**config.mk**
```make
export PLATFORM = sky130hd
export DESIGN_NAME = multicycle_control
export DESIGN_NICKNAME = d
export VERILOG_FILES = /design/src/rtl/mc_pkg.sv /design/src/rtl/mem_wait_timer.sv /design/src/rtl/multicycle_control.sv
export SDC_FILE = /design/constraint.sdc
export NUM_CORES = 1
export LEC_CHECK = 0
export ABC_AREA = 0
export CORE_UTILIZATION = 44
export CTS_CLUSTER_SIZE = 25
export DETAILED_ROUTE_END_ITERATION = 10
export HOLD_SLACK_MARGIN = 0.15
export PLACE_DENSITY = 0.79
export SYNTH_ARGS = -nofsm -noshare
export SYNTH_HDL_FRONTEND = slang
export SYNTH_SLANG_ARGS = --single-unit
export TNS_END_PERCENT = 1
```
**constraint.sdc**
```tcl
create_clock -name clk -period 2.9 [get_ports clk]
set_clock_uncertainty 0.2 [all_clocks]
set_input_delay 0.58 -clock clk [delete_from_list [all_inputs] [get_ports clk]]
set_output_delay 0.58 -clock clk [all_outputs]
set_load 0.02 [all_outputs]
```
**src/rtl/mc_pkg.sv**
```systemverilog
// Shared constants for the multi-cycle control FSM: opcode and funct values,
// the 4-bit state encoding, datapath select codes, ALU op codes and the
// decoded control bundle. The package has no ports.
package mc_pkg;

  // Opcodes (instr[15:13])
  localparam logic [2:0] OP_ADD  = 3'b000;
  localparam logic [2:0] OP_SLI  = 3'b001;
  localparam logic [2:0] OP_J    = 3'b010;
  localparam logic [2:0] OP_JAL  = 3'b011;
  localparam logic [2:0] OP_LW   = 3'b100;
  localparam logic [2:0] OP_SW   = 3'b101;
  localparam logic [2:0] OP_BEQ  = 3'b110;
  localparam logic [2:0] OP_ADDI = 3'b111;

  localparam logic [3:0] FUNCT_JR = 4'b1000;

  // FSM state encoding
  localparam logic [3:0] S_FETCH     = 4'd0;
  localparam logic [3:0] S_DECODE    = 4'd1;
  localparam logic [3:0] S_EXEC_R    = 4'd2;
  localparam logic [3:0] S_WB_R      = 4'd3;
  localparam logic [3:0] S_EXEC_SLI  = 4'd4;
  localparam logic [3:0] S_EXEC_ADDI = 4'd5;
  localparam logic [3:0] S_WB_I      = 4'd6;
  localparam logic [3:0] S_MEM_ADDR  = 4'd7;
  localparam logic [3:0] S_MEM_RD    = 4'd8;
  localparam logic [3:0] S_MEM_WB    = 4'd9;
  localparam logic [3:0] S_MEM_WR    = 4'd10;
  localparam logic [3:0] S_BRANCH    = 4'd11;
  localparam logic [3:0] S_JUMP      = 4'd12;
  localparam logic [3:0] S_JAL       = 4'd13;
  localparam logic [3:0] S_JR        = 4'd14;
  localparam logic [3:0] S_FAULT     = 4'd15;

  // PC source select
  localparam logic [1:0] PC_SRC_ALU    = 2'b00;
  localparam logic [1:0] PC_SRC_ALUOUT = 2'b01;
  localparam logic [1:0] PC_SRC_JUMP   = 2'b10;
  localparam logic [1:0] PC_SRC_REGA   = 2'b11;

  // ALU B operand select
  localparam logic [1:0] ALU_B_REGB   = 2'b00;
  localparam logic [1:0] ALU_B_TWO    = 2'b01;
  localparam logic [1:0] ALU_B_IMM    = 2'b10;
  localparam logic [1:0] ALU_B_IMM_SH = 2'b11;

  // Register destination select
  localparam logic [1:0] REG_DST_A  = 2'b00;  // instr[9:7]
  localparam logic [1:0] REG_DST_B  = 2'b01;  // instr[6:4]
  localparam logic [1:0] REG_DST_R7 = 2'b10;

  // Register write-back source select
  localparam logic [1:0] WB_SRC_ALUOUT = 2'b00;
  localparam logic [1:0] WB_SRC_MDR    = 2'b01;
  localparam logic [1:0] WB_SRC_PC     = 2'b10;

  // ALU op codes, shared with the single-cycle core
  localparam logic [1:0] ALU_OP_DFLT = 2'b00;
  localparam logic [1:0] ALU_OP_BEQ  = 2'b01;
  localparam logic [1:0] ALU_OP_SLI  = 2'b10;
  localparam logic [1:0] ALU_OP_ADDI = 2'b11;

  typedef struct packed {
    logic       mem_req;
    logic       mem_we;
    logic       iord;
    logic       ir_write;
    logic       pc_write;
    logic       pc_write_cond;
    logic [1:0] pc_source;
    logic       alu_src_a;
    logic [1:0] alu_src_b;
    logic [1:0] alu_op;
    logic       sign_or_zero;
    logic       reg_write;
    logic [1:0] reg_dst;
    logic [1:0] mem_to_reg;
    logic       retire;
    logic       fault;
  } ctrl_t;

  // Quiescent control word: no strobes, sign extension selected.
  function automatic ctrl_t ctrl_idle();
    ctrl_t c;
    c              = '0;
    c.sign_or_zero = 1'b1;
    return c;
  endfunction

endpackage

```
**src/rtl/mem_wait_timer.sv**
```systemverilog
// Counts consecutive memory request cycles without an acknowledge and flags
// the cycle in which the wait limit would be reached.
// Ports:
//   clk, reset  clock and synchronous active-high reset
//   req_i       memory request currently asserted
//   ack_i       memory acknowledges this cycle
//   expire_o    this un-acked request cycle is the MEM_TIMEOUT-th one
module mem_wait_timer #(
  parameter int unsigned MEM_TIMEOUT = 16
) (
  input  logic clk,
  input  logic reset,
  input  logic req_i,
  input  logic ack_i,
  output logic expire_o
);

  if (MEM_TIMEOUT == 0) begin : g_off
    logic unused_inputs;
    assign unused_inputs = clk ^ reset ^ req_i ^ ack_i;
    assign expire_o      = 1'b0;
  end else begin : g_on
    localparam int unsigned CntW = (MEM_TIMEOUT > 1) ? $clog2(MEM_TIMEOUT) : 1;

    logic [CntW-1:0] cnt_q, cnt_d;

    // Expire combinationally so the FSM leaves on the same edge that would
    // have made the count equal MEM_TIMEOUT.
    assign expire_o = req_i && !ack_i && (cnt_q == CntW'(MEM_TIMEOUT - 1));

    always_comb begin
      cnt_d = cnt_q;
      if (!req_i || ack_i || expire_o) begin
        cnt_d = '0;
      end else begin
        cnt_d = cnt_q + 1'b1;
      end
    end

    always_ff @(posedge clk) begin
      if (reset) begin
        cnt_q <= '0;
      end else begin
        cnt_q <= cnt_d;
      end
    end
  end

endmodule

```
**src/rtl/multicycle_control.sv**
```systemverilog
// Multi-cycle control FSM for the 16-bit MIPS-style core. Sequences each
// instruction through fetch/decode/execute/memory/write-back, drives a
// req/ack memory handshake, counts retired instructions and latches a fault
// when a memory request waits too long.
// Ports:
//   clk, reset        clock, synchronous active-high reset
//   opcode, funct     instruction fields from the IR
//   zero              ALU zero flag (qualifies pc_write_cond in the datapath)
//   mem_ack           memory completes the current request
//   mem_req..state    datapath controls, retire pulse, counter, fault, state
module multicycle_control
  import mc_pkg::*;
#(
  parameter int unsigned OPCODE_W    = 3,
  parameter int unsigned FUNCT_W     = 4,
  parameter int unsigned MEM_TIMEOUT = 16,
  parameter int unsigned CNT_W       = 16
) (
  input  logic                clk,
  input  logic                reset,
  input  logic [OPCODE_W-1:0] opcode,
  input  logic [FUNCT_W-1:0]  funct,
  input  logic                zero,
  input  logic                mem_ack,
  output logic                mem_req,
  output logic                mem_we,
  output logic                iord,
  output logic                ir_write,
  output logic                pc_write,
  output logic                pc_write_cond,
  output logic [1:0]          pc_source,
  output logic                alu_src_a,
  output logic [1:0]          alu_src_b,
  output logic [1:0]          alu_op,
  output logic                sign_or_zero,
  output logic                reg_write,
  output logic [1:0]          reg_dst,
  output logic [1:0]          mem_to_reg,
  output logic                retire,
  output logic [CNT_W-1:0]    instr_count,
  output logic                fault,
  output logic [3:0]          state
);

  logic [3:0]       state_q, state_d;
  logic [CNT_W-1:0] count_q, count_d;
  // High for the cycle following a reset edge: strobes stay low so no
  // request is issued while the rest of the core is still coming out of reset.
  logic             boot_q;
  logic             expire;
  ctrl_t            ctrl;

  // The branch decision is made in the datapath from pc_write_cond & zero.
  logic unused_inputs;
  assign unused_inputs = zero;

  mem_wait_timer #(
    .MEM_TIMEOUT(MEM_TIMEOUT)
  ) u_wait_timer (
    .clk     (clk),
    .reset   (reset),
    .req_i   (ctrl.mem_req),
    .ack_i   (mem_ack),
    .expire_o(expire)
  );

  always_comb begin
    state_d = state_q;
    if (!boot_q) begin
      case (state_q)
        S_FETCH: begin
          if (expire)       state_d = S_FAULT;
          else if (mem_ack) state_d = S_DECODE;
        end
        S_DECODE: begin
          case (opcode)
            OPCODE_W'(OP_ADD):  state_d = (funct == FUNCT_W'(FUNCT_JR)) ? S_JR : S_EXEC_R;
            OPCODE_W'(OP_SLI):  state_d = S_EXEC_SLI;
            OPCODE_W'(OP_J):    state_d = S_JUMP;
            OPCODE_W'(OP_JAL):  state_d = S_JAL;
            OPCODE_W'(OP_LW),
            OPCODE_W'(OP_SW):   state_d = S_MEM_ADDR;
            OPCODE_W'(OP_BEQ):  state_d = S_BRANCH;
            OPCODE_W'(OP_ADDI): state_d = S_EXEC_ADDI;
            default:            state_d = S_FETCH;
          endcase
        end
        S_EXEC_R:    state_d = S_WB_R;
        S_EXEC_SLI,
        S_EXEC_ADDI: state_d = S_WB_I;
        S_MEM_ADDR:  state_d = (opcode == OPCODE_W'(OP_LW)) ? S_MEM_RD : S_MEM_WR;
        S_MEM_RD: begin
          if (expire)       state_d = S_FAULT;
          else if (mem_ack) state_d = S_MEM_WB;
        end
        S_MEM_WR: begin
          if (expire)       state_d = S_FAULT;
          else if (mem_ack) state_d = S_FETCH;
        end
        S_WB_R, S_WB_I, S_MEM_WB, S_BRANCH, S_JUMP, S_JAL, S_JR: state_d = S_FETCH;
        S_FAULT:     state_d = S_FAULT;
        default:     state_d = S_FETCH;
      endcase
    end
  end

  always_comb begin
    ctrl = ctrl_idle();
    case (state_q)
      S_FETCH: begin
        ctrl.mem_req   = 1'b1;
        ctrl.alu_src_b = ALU_B_TWO;
        ctrl.ir_write  = mem_ack;
        ctrl.pc_write  = mem_ack;
      end
      S_DECODE: begin
        ctrl.alu_src_b = ALU_B_IMM_SH;
        ctrl.alu_op    = ALU_OP_ADDI;
      end
      S_EXEC_R: begin
        ctrl.alu_src_a = 1'b1;
        ctrl.alu_src_b = ALU_B_REGB;
        ctrl.alu_op    = ALU_OP_DFLT;
      end
      S_WB_R: begin
        ctrl.reg_write  = 1'b1;
        ctrl.reg_dst    = REG_DST_B;
        ctrl.mem_to_reg = WB_SRC_ALUOUT;
        ctrl.retire     = 1'b1;
      end
      S_EXEC_SLI: begin
        ctrl.alu_src_b    = ALU_B_IMM;
        ctrl.alu_op       = ALU_OP_SLI;
        ctrl.sign_or_zero = 1'b0;
      end
      S_EXEC_ADDI: begin
        ctrl.alu_src_b = ALU_B_IMM;
        ctrl.alu_op    = ALU_OP_ADDI;
      end
      S_WB_I: begin
        ctrl.reg_write = 1'b1;
        ctrl.reg_dst   = REG_DST_A;
        ctrl.retire    = 1'b1;
      end
      S_MEM_ADDR: begin
        ctrl.alu_src_a = 1'b1;
        ctrl.alu_src_b = ALU_B_IMM;
        ctrl.alu_op    = ALU_OP_ADDI;
      end
      S_MEM_RD: begin
        ctrl.mem_req = 1'b1;
        ctrl.iord    = 1'b1;
      end
      S_MEM_WB: begin
        ctrl.reg_write  = 1'b1;
        ctrl.mem_to_reg = WB_SRC_MDR;
        ctrl.reg_dst    = REG_DST_A;
        ctrl.retire     = 1'b1;
      end
      S_MEM_WR: begin
        ctrl.mem_req = 1'b1;
        ctrl.mem_we  = 1'b1;
        ctrl.iord    = 1'b1;
        ctrl.retire  = mem_ack;
      end
      S_BRANCH: begin
        ctrl.alu_src_a     = 1'b1;
        ctrl.alu_src_b     = ALU_B_REGB;
        ctrl.alu_op        = ALU_OP_BEQ;
        ctrl.pc_write_cond = 1'b1;
        ctrl.pc_source     = PC_SRC_ALUOUT;
        ctrl.retire        = 1'b1;
      end
      S_JUMP: begin
        ctrl.pc_write  = 1'b1;
        ctrl.pc_source = PC_SRC_JUMP;
        ctrl.retire    = 1'b1;
      end
      S_JAL: begin
        ctrl.pc_write   = 1'b1;
        ctrl.pc_source  = PC_SRC_JUMP;
        ctrl.reg_write  = 1'b1;
        ctrl.reg_dst    = REG_DST_R7;
        ctrl.mem_to_reg = WB_SRC_PC;
        ctrl.retire     = 1'b1;
      end
      S_JR: begin
        ctrl.pc_write  = 1'b1;
        ctrl.pc_source = PC_SRC_REGA;
        ctrl.retire    = 1'b1;
      end
      S_FAULT: begin
        ctrl.fault = 1'b1;
      end
      default: ctrl = ctrl_idle();
    endcase

    if (boot_q) begin
      ctrl.mem_req       = 1'b0;
      ctrl.mem_we        = 1'b0;
      ctrl.ir_write      = 1'b0;
      ctrl.pc_write      = 1'b0;
      ctrl.pc_write_cond = 1'b0;
      ctrl.reg_write     = 1'b0;
      ctrl.retire        = 1'b0;
    end
  end

  assign count_d = count_q + CNT_W'(ctrl.retire);

  always_ff @(posedge clk) begin
    if (reset) begin
      state_q <= S_FETCH;
      count_q <= '0;
      boot_q  <= 1'b1;
    end else begin
      state_q <= state_d;
      count_q <= count_d;
      boot_q  <= 1'b0;
    end
  end

  assign mem_req       = ctrl.mem_req;
  assign mem_we        = ctrl.mem_we;
  assign iord          = ctrl.iord;
  assign ir_write      = ctrl.ir_write;
  assign pc_write      = ctrl.pc_write;
  assign pc_write_cond = ctrl.pc_write_cond;
  assign pc_source     = ctrl.pc_source;
  assign alu_src_a     = ctrl.alu_src_a;
  assign alu_src_b     = ctrl.alu_src_b;
  assign alu_op        = ctrl.alu_op;
  assign sign_or_zero  = ctrl.sign_or_zero;
  assign reg_write     = ctrl.reg_write;
  assign reg_dst       = ctrl.reg_dst;
  assign mem_to_reg    = ctrl.mem_to_reg;
  assign retire        = ctrl.retire;
  assign instr_count   = count_q;
  assign fault         = ctrl.fault;
  assign state         = state_q;

endmodule

```
Word-level counts from Yosys, hierarchy flattened
Cells that the tools add are included.
- input bits: 11
- output and inout bits: 41
- logic and storage cells: 85
- register bits after elaboration: 25
- bitwise gates (word level): 1
- reduce and logical (&&, ||, !) cells: 21
- mux-type cells: 30
- equal/unequal tests: 27
- add/subtract/negate cells: 2
- operators with widths (kind ; count):
    $eq A4 B4 Y1 const B ; 10
    $pmux W4 S9 ; 1
    $mux W4 ; 7
    $pmux W4 S7 ; 1
    $pmux W2 S3 ; 3
    $add A16 B1 Y16 ; 1
    $eq A4 B3 Y1 const B ; 4
    $reduce_or A3 Y1 ; 5
    $eq A3 B3 Y1 const B ; 4
    $reduce_or A2 Y1 ; 6
    $mux W1 ; 11
    $ne A3 B2 Y1 const B ; 3
    $pmux W3 S3 ; 1
    $eq A4 B2 Y1 const B ; 2
    $reduce_or A7 Y1 ; 1
    $eq A3 B2 Y1 const B ; 2
    $add A4 B1 Y4 const B ; 1
    $eq A4 B1 Y1 const B ; 1
    $logic_not A4 Y1 ; 1
    $mux W2 ; 2
    $pmux W1 S2 ; 2
    $pmux W2 S2 ; 1
    $reduce_and A4 Y1 ; 1
    $eq A3 B1 Y1 const B ; 1
    other kinds (6) ; 9

Logic depth before layout (Yosys ltp)
Gate-level depths: netlist of run 1.
- depth in word-level cells: 8
- mapped depth: 11
- gate-level depth less buffers: 10

Hierarchy
From an unflattened synthesis of run 1, not the netlist that was laid out.
- cell total of the unflattened synthesis: 198
- area total of the unflattened synthesis: 1496.4 um2
- by module, submodules not included (module ; instances ; cells an instance ; area an instance (um2) ; seq. area each (um2)):
    multicycle_control ; 1 ; 182 ; 1330.0 ; 420.4
    mem_wait_timer ; 1 ; 16 ; 166.4 ; 80.1

Worst setup path before layout of run 1
OpenSTA, ideal clock, no wires.
- kind: register to register
- from: register state_q[3] (netlist: state[3])
- to: register count_q[14] (netlist: instr_count[14])
- cell stages (with the launch flop): 11
- slack: -0.197 ns
- path buffers: 2
- library setup time: 0.128 ns
- clock period less this slack: 3.097 ns
- arrival: 2.770 ns
- path through: dfxtp_1 buf_1 buf_2 a21oi_1 nor3_1 ha_1 ha_1 nand2_1 nor4_1 xnor2_1 nor2_1
- cells in the longest elaborated chain, start to end: 5
- elaborated cells between the ends (all ways): 12
- those cells by class: add/sub (1); eq/ne (8); mux (2); reduce/logical (1)
- RTL lines (element ; RTL line ; source):
    from (decl) ; multicycle_control.sv:45 ; logic [3:0] state_q, state_d;
    from (signal assigned) ; multicycle_control.sv:217 ; state_q <= state_d;
    $eq A4 B4 Y1, or another cell as far along ; multicycle_control.sv:109 ; case (state_q)
    $reduce_or A7 Y1 (no line) ; -- ;
    $pmux W1 S2 (*) ; multicycle_control.sv:109 ;
    $mux W1 (*) ; multicycle_control.sv:198 ; if (boot_q) begin
    named net retire ; multicycle_control.sv:39 ; output logic retire,
    $add A16 B1 Y16 (*) ; multicycle_control.sv:209 ; assign count_d = count_q + CNT_W'(ctrl.retire);
    to (signal assigned) ; multicycle_control.sv:218 ; count_q <= count_d;
    to (decl) ; multicycle_control.sv:46 ; logic [CNT_W-1:0] count_q, count_d;
Mark *: on every way through the listed nets, which the timed path passes. The rest lies on a longest branch.
A chain may end at the register's enable or synchronous reset.

Worst setup path in the final report of run 1
- from: input mem_ack
- to: output ir_write
- cells in the longest elaborated chain, start to end: 2
- RTL lines (element ; RTL line ; source):
    from (decl) ; multicycle_control.sv:24 ; input logic mem_ack,
    $mux W1 ; multicycle_control.sv:109 ;
    $mux W3 ; multicycle_control.sv:198 ;
    to (decl) ; multicycle_control.sv:28 ; output logic ir_write,
No other way between the ends.

==> results of run 1 <==
## power breakdown
| group | internal [µW] | switching, µW | leakage, µW | total, µW |
|---|---|---|---|---|
| clock network | 51.8 | 104 | 0.0000177 | 156 |
| registers | 353 | 7.40 | 0.000203 | 360 |
| logic | 121 | 147 | 0.000558 | 268 |
## cells by family after synthesis
kind of cell    Yosys count  synth area share
compound gates           28             0.135
simple gates             96             0.339
mux                       1           0.00776
fa+ha+maj                 3            0.0259
flops                    25             0.345
buf+inv                  18            0.0569
xor+xnor                 15            0.0905
## metrics by stage
step | area, µm² | std cells | utilization | TNS, ns
floorplan | 1460 | 186 | - | 0
global placement | 2030 | 278 | 0.653 | -0.343
detailed placement | 2030 | 278 | 0.653 | -0.510
CTS | 2060 | 282 | 0.663 | 0
global route | 2070 | 282 | 0.666 | 0
finish | 2070 | 282 | 0.666 | 0
## area by class of cell
class | instances | area, µm²
timing repair buffer | 60 | 581
multi-input combinational | 143 | 881
inverter | 6 | 22.5
clock buffer | 3 | 22.5
fill | 292 | 1040
tap | 44 | 55.1
sequential | 25 | 500
clock inverter | 1 | 5.00
## cell usage in the layout (no fill, tap or decap), types with 2 or more instances in the layout
master / instances
sky130_fd_sc_hd__a21oi_1: 8
sky130_fd_sc_hd__a311oi_1: 4
sky130_fd_sc_hd__and2_1: 3
sky130_fd_sc_hd__and3_1: 3
sky130_fd_sc_hd__buf_4: 10
sky130_fd_sc_hd__clkbuf_4: 3
sky130_fd_sc_hd__clkdlybuf4s50_1: 45
sky130_fd_sc_hd__dfxtp_1: 25
sky130_fd_sc_hd__dlygate4sd2_1: 2
sky130_fd_sc_hd__dlymetal6s2s_1: 3
sky130_fd_sc_hd__ha_1: 3
sky130_fd_sc_hd__inv_1: 6
sky130_fd_sc_hd__nand2_1: 7
sky130_fd_sc_hd__nand3_1: 11
sky130_fd_sc_hd__nand4_1: 2
sky130_fd_sc_hd__nor2_1: 36
sky130_fd_sc_hd__nor2b_1: 4
sky130_fd_sc_hd__nor3_1: 10
sky130_fd_sc_hd__nor3_2: 2
sky130_fd_sc_hd__nor4_1: 6
sky130_fd_sc_hd__o21ai_0: 5
sky130_fd_sc_hd__xnor2_1: 11
sky130_fd_sc_hd__xor2_1: 4
## flip-flops by register name, indices dropped and copies added (netlist names)
name	count
instr_count	16
u_wait_timer.g_on.cnt_q	4
boot_q	1
state	4
## final timing paths
path,start,to,slack [ns],cells past startpoint
worst max-delay path,mem_ack,ir_write,0.07,4
worst min-delay path,u_wait_timer.g_on.cnt_q[0],u_wait_timer.g_on.cnt_q[0],0.26,1
worst max register to register,state[2],instr_count[14],0.38,10
worst min register to register,u_wait_timer.g_on.cnt_q[0],u_wait_timer.g_on.cnt_q[0],0.26,1
## layer usage
layer,vias to the layer above,track usage,share of wire
li1,757,-,-
met1,670,0.272,0.48
met2,45,0.299,0.45
met3,5,0.0459,0.058
met4,0,0.0612,0.014
met5,-,0,0
## repair_timing
action,in CTS,in global routing
gates resized for setup,3,4
pin swaps,0,0
setup endpoints to repair,3,5
==> flow_summary_export.csv, run 1 <==
group,metric,value,unit
floorplanning,chipHeight,59.4,µm
floorplanning,die_width,59.4,µm
sta,worst_hold_slack,0.264,ns
synthesis,synth_area_leaders,"sky130_fd_sc_hd__dfxtp_1 (34%), sky130_fd_sc_hd__nor2_1 (9.3%), sky130_fd_sc_hd__xnor2_1 (6.6%)",
worst_setup_path,timing.critical_path.fanout_max,3,
route,violation_count_after_the_first_detailed_routing_iteration,86,
sta,achievable-frequency,353,MHz
layout,final_layout_net_count,253,
synthesis,synth_top_cells_by_count,"sky130_fd_sc_hd__nor2_1 (36), sky130_fd_sc_hd__dfxtp_1 (25), sky130_fd_sc_hd__nor3_1 (12), sky130_fd_sc_hd__nand3_1 (11), sky130_fd_sc_hd__xnor2_1 (11)",
synthesis,synth.distinct_cells,45,
flow_run,timing.max_cap.violations,0,
synthesis,yosys_most_used_dff,"sky130_fd_sc_hd__dfxtp_1",
sta,fraction_of_the_cycle_the_final_worst_path_needs,0.978,
min_path,worst_hold_path_type,"flop to flop",
sta,final.setup.worst_slack,0.0650,ns
synthesis,synth_top_cell_area_share,0.345,
clock_network,clock_root_buffer_master,"sky130_fd_sc_hd__clkbuf_4",
grt,grt_pass1_vias,1205,
clock_network,cts_tree,"done",
route,vias,1477,
clock_network,post_cts_hold_buffer_count,0,
worst_setup_path,slowest_stage,"sky130_fd_sc_hd__clkdlybuf4s50_1",
synthesis,synth_most_common_cell,"sky130_fd_sc_hd__nor2_1",
sta,rsz0062_at_grt,"no",
worst_setup_path,criticalPathCategory,"primary input to primary output",
synthesis,avgSynthCellArea,7.80,µm²
grt,grt_start_max_net_pins,21,
synthesis,ys.warnings.count,0,
floorplanning,placeableCoreArea,0.00310,mm²
route,first_pass_iters,5,
sta,worst-slew-pin-transition,0.644,ns
worst_setup_path,timing.critical_path.slowest_cell_delay,0.64,ns
clock_network,maximum_level_of_the_cts_h_tree,1,
placement,dp_hpwl,2.44,mm
grt,initial_antenna_violation_count,0,
worst_setup_path,timing.critical_path.buf_inv,3,
route,drt-wirelength-per-cell,11.6,µm
pwr,static-leakage-power,0.000779,µW
sta,fin_crit,2.83,ns
floorplanning,effective_utilization_at_floorplan,0.468,
clock_network,clock_insertion_delay_worst_skew,0.32,ns
worst_setup_path,worst-endpoint-arrival,2.05,ns
floorplanning,floorplan.die_area,0.00353,mm²
layout,num_antenna_cells,0,
grt,globalRouteTotalUtil,0.196,
worst_setup_path,cpLargestDelayFamily,"buffers and inverters",
pwr,design_power_total,784,µW
clock_network,numCtsBuffers,3,
worst_setup_path,worst_setup_path_start_kind,"primary input",
clock_network,postCtsSetupRepairBufs,0,
synthesis,postSynthNetCount,200,
layout,flow.area_growth_from_synthesis,42.4,%
worst_setup_path,timing.critical_path.mode_cell,"sky130_fd_sc_hd__clkdlybuf4s50_1",
synthesis,synthDominantAreaCellType,"sky130_fd_sc_hd__dfxtp_1",
floorplanning,floorplan.rows,20,
pwr,power.ir.vdd_worst,0.273,mV
grt,grt_pass1_wl,5.32,mm
synthesis,synthCells,186,
route,routed_via_density,5.24,
synthesis,synthesis.area,0.00145,mm²
worst_setup_path,crit_chain,"clkdlybuf4s50_1 -> inv_1 -> nor3_2 -> clkdlybuf4s50_1",
pwr,powerDensity,379,mW/mm²
route,drcViolationCount,0,
placement,port_buffers,50,
synthesis,synth-edff-count,0,
sta,finalSetupViolCount,0,
outcome,status,"completed",
floorplanning,floorplan.io_pins,52,
worst_setup_path,crit_path_end_kind,"primary output",
sta,number_of_pins_with_negative_max_slew_slack_in_the_final_report,0,
placement,gpl.final_weighted_congestion,0.787,
synthesis,yosysSeqAreaShare,0.345,
synthesis,async_flop_share,0,
placement,detailedPlace.worstSlack,-0.149,ns
route,antenna_violating_nets_left,0,
clock_network,tritoncts_num_sinks,25,
worst_setup_path,worst_ep_required_time,2.12,ns
grt,grt_overflow,0,
layout,ratio_of_cells_with_drive_above_1_in_the_final_layout,0.101,
sta,report.final.hold_viol_count,0,
route,finalWirelength,3.28,mm
synthesis,yosys_register_bits,25,
clock_network,ctsLongestPathBuffers,2,
sta,slew_headroom,0.565,
clock_network,worst_setup_hold_path_clk_slew,0.13,ns
(Power assumes the default switching activity.)
==> run 2, diff against run 1 <==
Settings changed: CORE_UTILIZATION 44 to 35, HOLD_SLACK_MARGIN 0.15 to default, PLACE_DENSITY 0.79 to 0.65.
==> run 2 against run 1 <==
Compared with the run above: the flow now finishes with violations (design-rule violations); routed wire length rose by 6.1%; global-route usage shrank 2.9 points; via count down 2.6%; sequential power is 2% higher.
==> flow_summary_export.csv, run 2 (synthesized netlist as in run 1, its figures left out) <==
group,metric,value,unit
sta,finalSetupViolCount,0,
floorplanning,floorplan.rows,23,
worst_setup_path,worst_setup_path_start_kind,"primary input",
layout,final_layout_net_count,254,
outcome,status,"complete, but fails checks",
clock_network,ctsLongestPathBuffers,2,
clock_network,clock_root_buffer_master,"sky130_fd_sc_hd__clkbuf_8",
clock_network,postCtsSetupRepairBufs,0,
layout,layout.filler_cells,404,
layout,regArea,502,µm²
grt,grt_pass1_wl,5.73,mm
grt,grt_start_max_net_pins,21,
floorplanning,placeableCoreArea,0.00400,mm²
layout,layout_common_cells,"sky130_fd_sc_hd__clkdlybuf4s50_1 (48), sky130_fd_sc_hd__nor2_1 (36), sky130_fd_sc_hd__dfxtp_1 (24)",
pwr,powerDensity,400,mW/mm²
layout,num_antenna_cells,0,
layout,flow.area_growth_from_synthesis,44.7,%
clock_network,numCtsBuffers,3,
min_path,start_point_of_the_worst_min_delay_path,"u_wait_timer.g_on.cnt_q[0]",
route,first_pass_iters,9,
pwr,design_power_total,839,µW
placement,dp_hpwl,2.59,mm
grt,initial_antenna_violation_count,0,
route,violation_count_after_the_first_detailed_routing_iteration,48,
worst_setup_path,worst_ep_required_time,2.12,ns
route,vias,1438,
route,drt-wirelength-per-cell,12.0,µm
sta,report.final.hold_viol_count,0,
worst_setup_path,timing.critical_path.fanout_max,3,
layout,largest_reg_flops,16,
layout,mostFrequentLayoutCell,"sky130_fd_sc_hd__clkdlybuf4s50_1",
clock_network,cts_tree,"done",
placement,gpl.final_weighted_congestion,0.781,
pwr,power.ir.vdd_worst,0.260,mV
clock_network,postCtsResizedCells,4,
sta,slew_headroom,0.578,
clock_network,worst_setup_hold_path_clk_slew,0.08,ns
min_path,worst_hold_path_type,"flop to flop",
route,routed_via_density,4.98,
sta,rsz0062_at_grt,"no",
route,finalWirelength,3.47,mm
floorplanning,die_width,66.4,µm
pwr,static-leakage-power,0.000753,µW
worst_setup_path,crit_path_end_kind,"primary output",
grt,grt_pass1_vias,1271,
floorplanning,floorplan.io_pins,52,
floorplanning,effective_utilization_at_floorplan,0.363,
route,antenna_violating_nets_left,0,
worst_setup_path,criticalPathCategory,"primary input to primary output",
sta,worst_hold_slack,0.250,ns
placement,port_buffers,50,
floorplanning,floorplan.die_area,0.00441,mm²
clock_network,post_cts_hold_buffer_count,0,
grt,globalRouteTotalUtil,0.167,
outcome,failing_checks,"design-rule violations",
flow_run,timing.max_cap.violations,0,
sta,number_of_pins_with_negative_max_slew_slack_in_the_final_report,0,
sta,fin_crit,2.81,ns
worst_setup_path,crit_path_start,"mem_ack",
clock_network,clock_insertion_delay_worst_skew,0.27,ns
clock_network,tritoncts_num_sinks,25,
sta,achievable-frequency,356,MHz
route,drcViolationCount,1,
placement,detailedPlace.worstSlack,-0.102,ns
worst_setup_path,worst-endpoint-arrival,2.03,ns
floorplanning,chipHeight,66.4,µm
layout,ratio_of_cells_with_drive_above_1_in_the_final_layout,0.109,
sta,fraction_of_the_cycle_the_final_worst_path_needs,0.970,
sta,worst-slew-pin-transition,0.624,ns
worst_setup_path,startpoint_of_the_most_critical_register_to_register_path,"state[0]",
sta,final.setup.worst_slack,0.0884,ns
layout,footprint_of_the_multi_input_gates,885,µm²
clock_network,maximum_level_of_the_cts_h_tree,1,
grt,grt_overflow,0,
-- run 2: final timing paths --
check | to | slack (ns) | depth (start not counted)
setup / recovery | ir_write | 0.09 | 4
hold / removal | u_wait_timer.g_on.cnt_q[0] | 0.25 | 1
setup reg to reg | instr_count[10] | 0.47 | 12
hold reg to reg | u_wait_timer.g_on.cnt_q[0] | 0.25 | 1
-- run 2: power breakdown --
| part | total [µW] | internal (µW) | switching, µW | leakage [µW] |
|---|---|---|---|---|
| Combinational | 267 | 121 | 146 | 0.000528 |
| Sequential | 366 | 353 | 13.2 | 0.000203 |
| Clock | 206 | 97.3 | 109 | 0.0000217 |
| Total | 839 | 571 | 268 | 0.000753 |
-- run 2: final cells by class --
| type | instances | area share |
|---|---|---|
| multi-input combinational | 143 | 0.421 |
| timing repair buffer | 61 | 0.276 |
| sequential | 25 | 0.239 |
| tap | 50 | 0.0298 |
| clock buffer | 3 | 0.0197 |
| inverter | 6 | 0.0107 |
| clock inverter | 1 | 0.00357 |
-- run 2: per-layer routing --
metal / vias to the layer above / wire length [µm] / part of all wire / global-route usage
li1: 759 / - / - / -
met2: 25 / 1560 / 0.45 / 0.256
met1: 649 / 1760 / 0.51 / 0.228
met3: 5 / 112 / 0.032 / 0.0379
met5: - / 0 / 0 / 0
met4: 0 / 38 / 0.011 / 0.0532
-- run 2: critical path: stages --
cell                              delay, ns
sky130_fd_sc_hd__clkdlybuf4s50_1       0.50
sky130_fd_sc_hd__inv_1                 0.08
sky130_fd_sc_hd__nor3_2                0.23
sky130_fd_sc_hd__clkdlybuf4s50_1       0.64
-- run 2: through the flow --
| step | cells | TNS, ns | instance area [µm²] | utilization |
|---|---|---|---|---|
| 2_1_floorplan | 186 | 0 | 1460 | - |
| 3_3_place_gp | 285 | -0.368 | 2040 | 0.510 |
| 3_5_place_dp | 285 | -0.449 | 2040 | 0.510 |
| 4_1_cts | 289 | 0 | 2090 | 0.524 |
| 5_1_grt | 289 | 0 | 2100 | 0.525 |
| 6_report | 289 | 0 | 2100 | 0.525 |
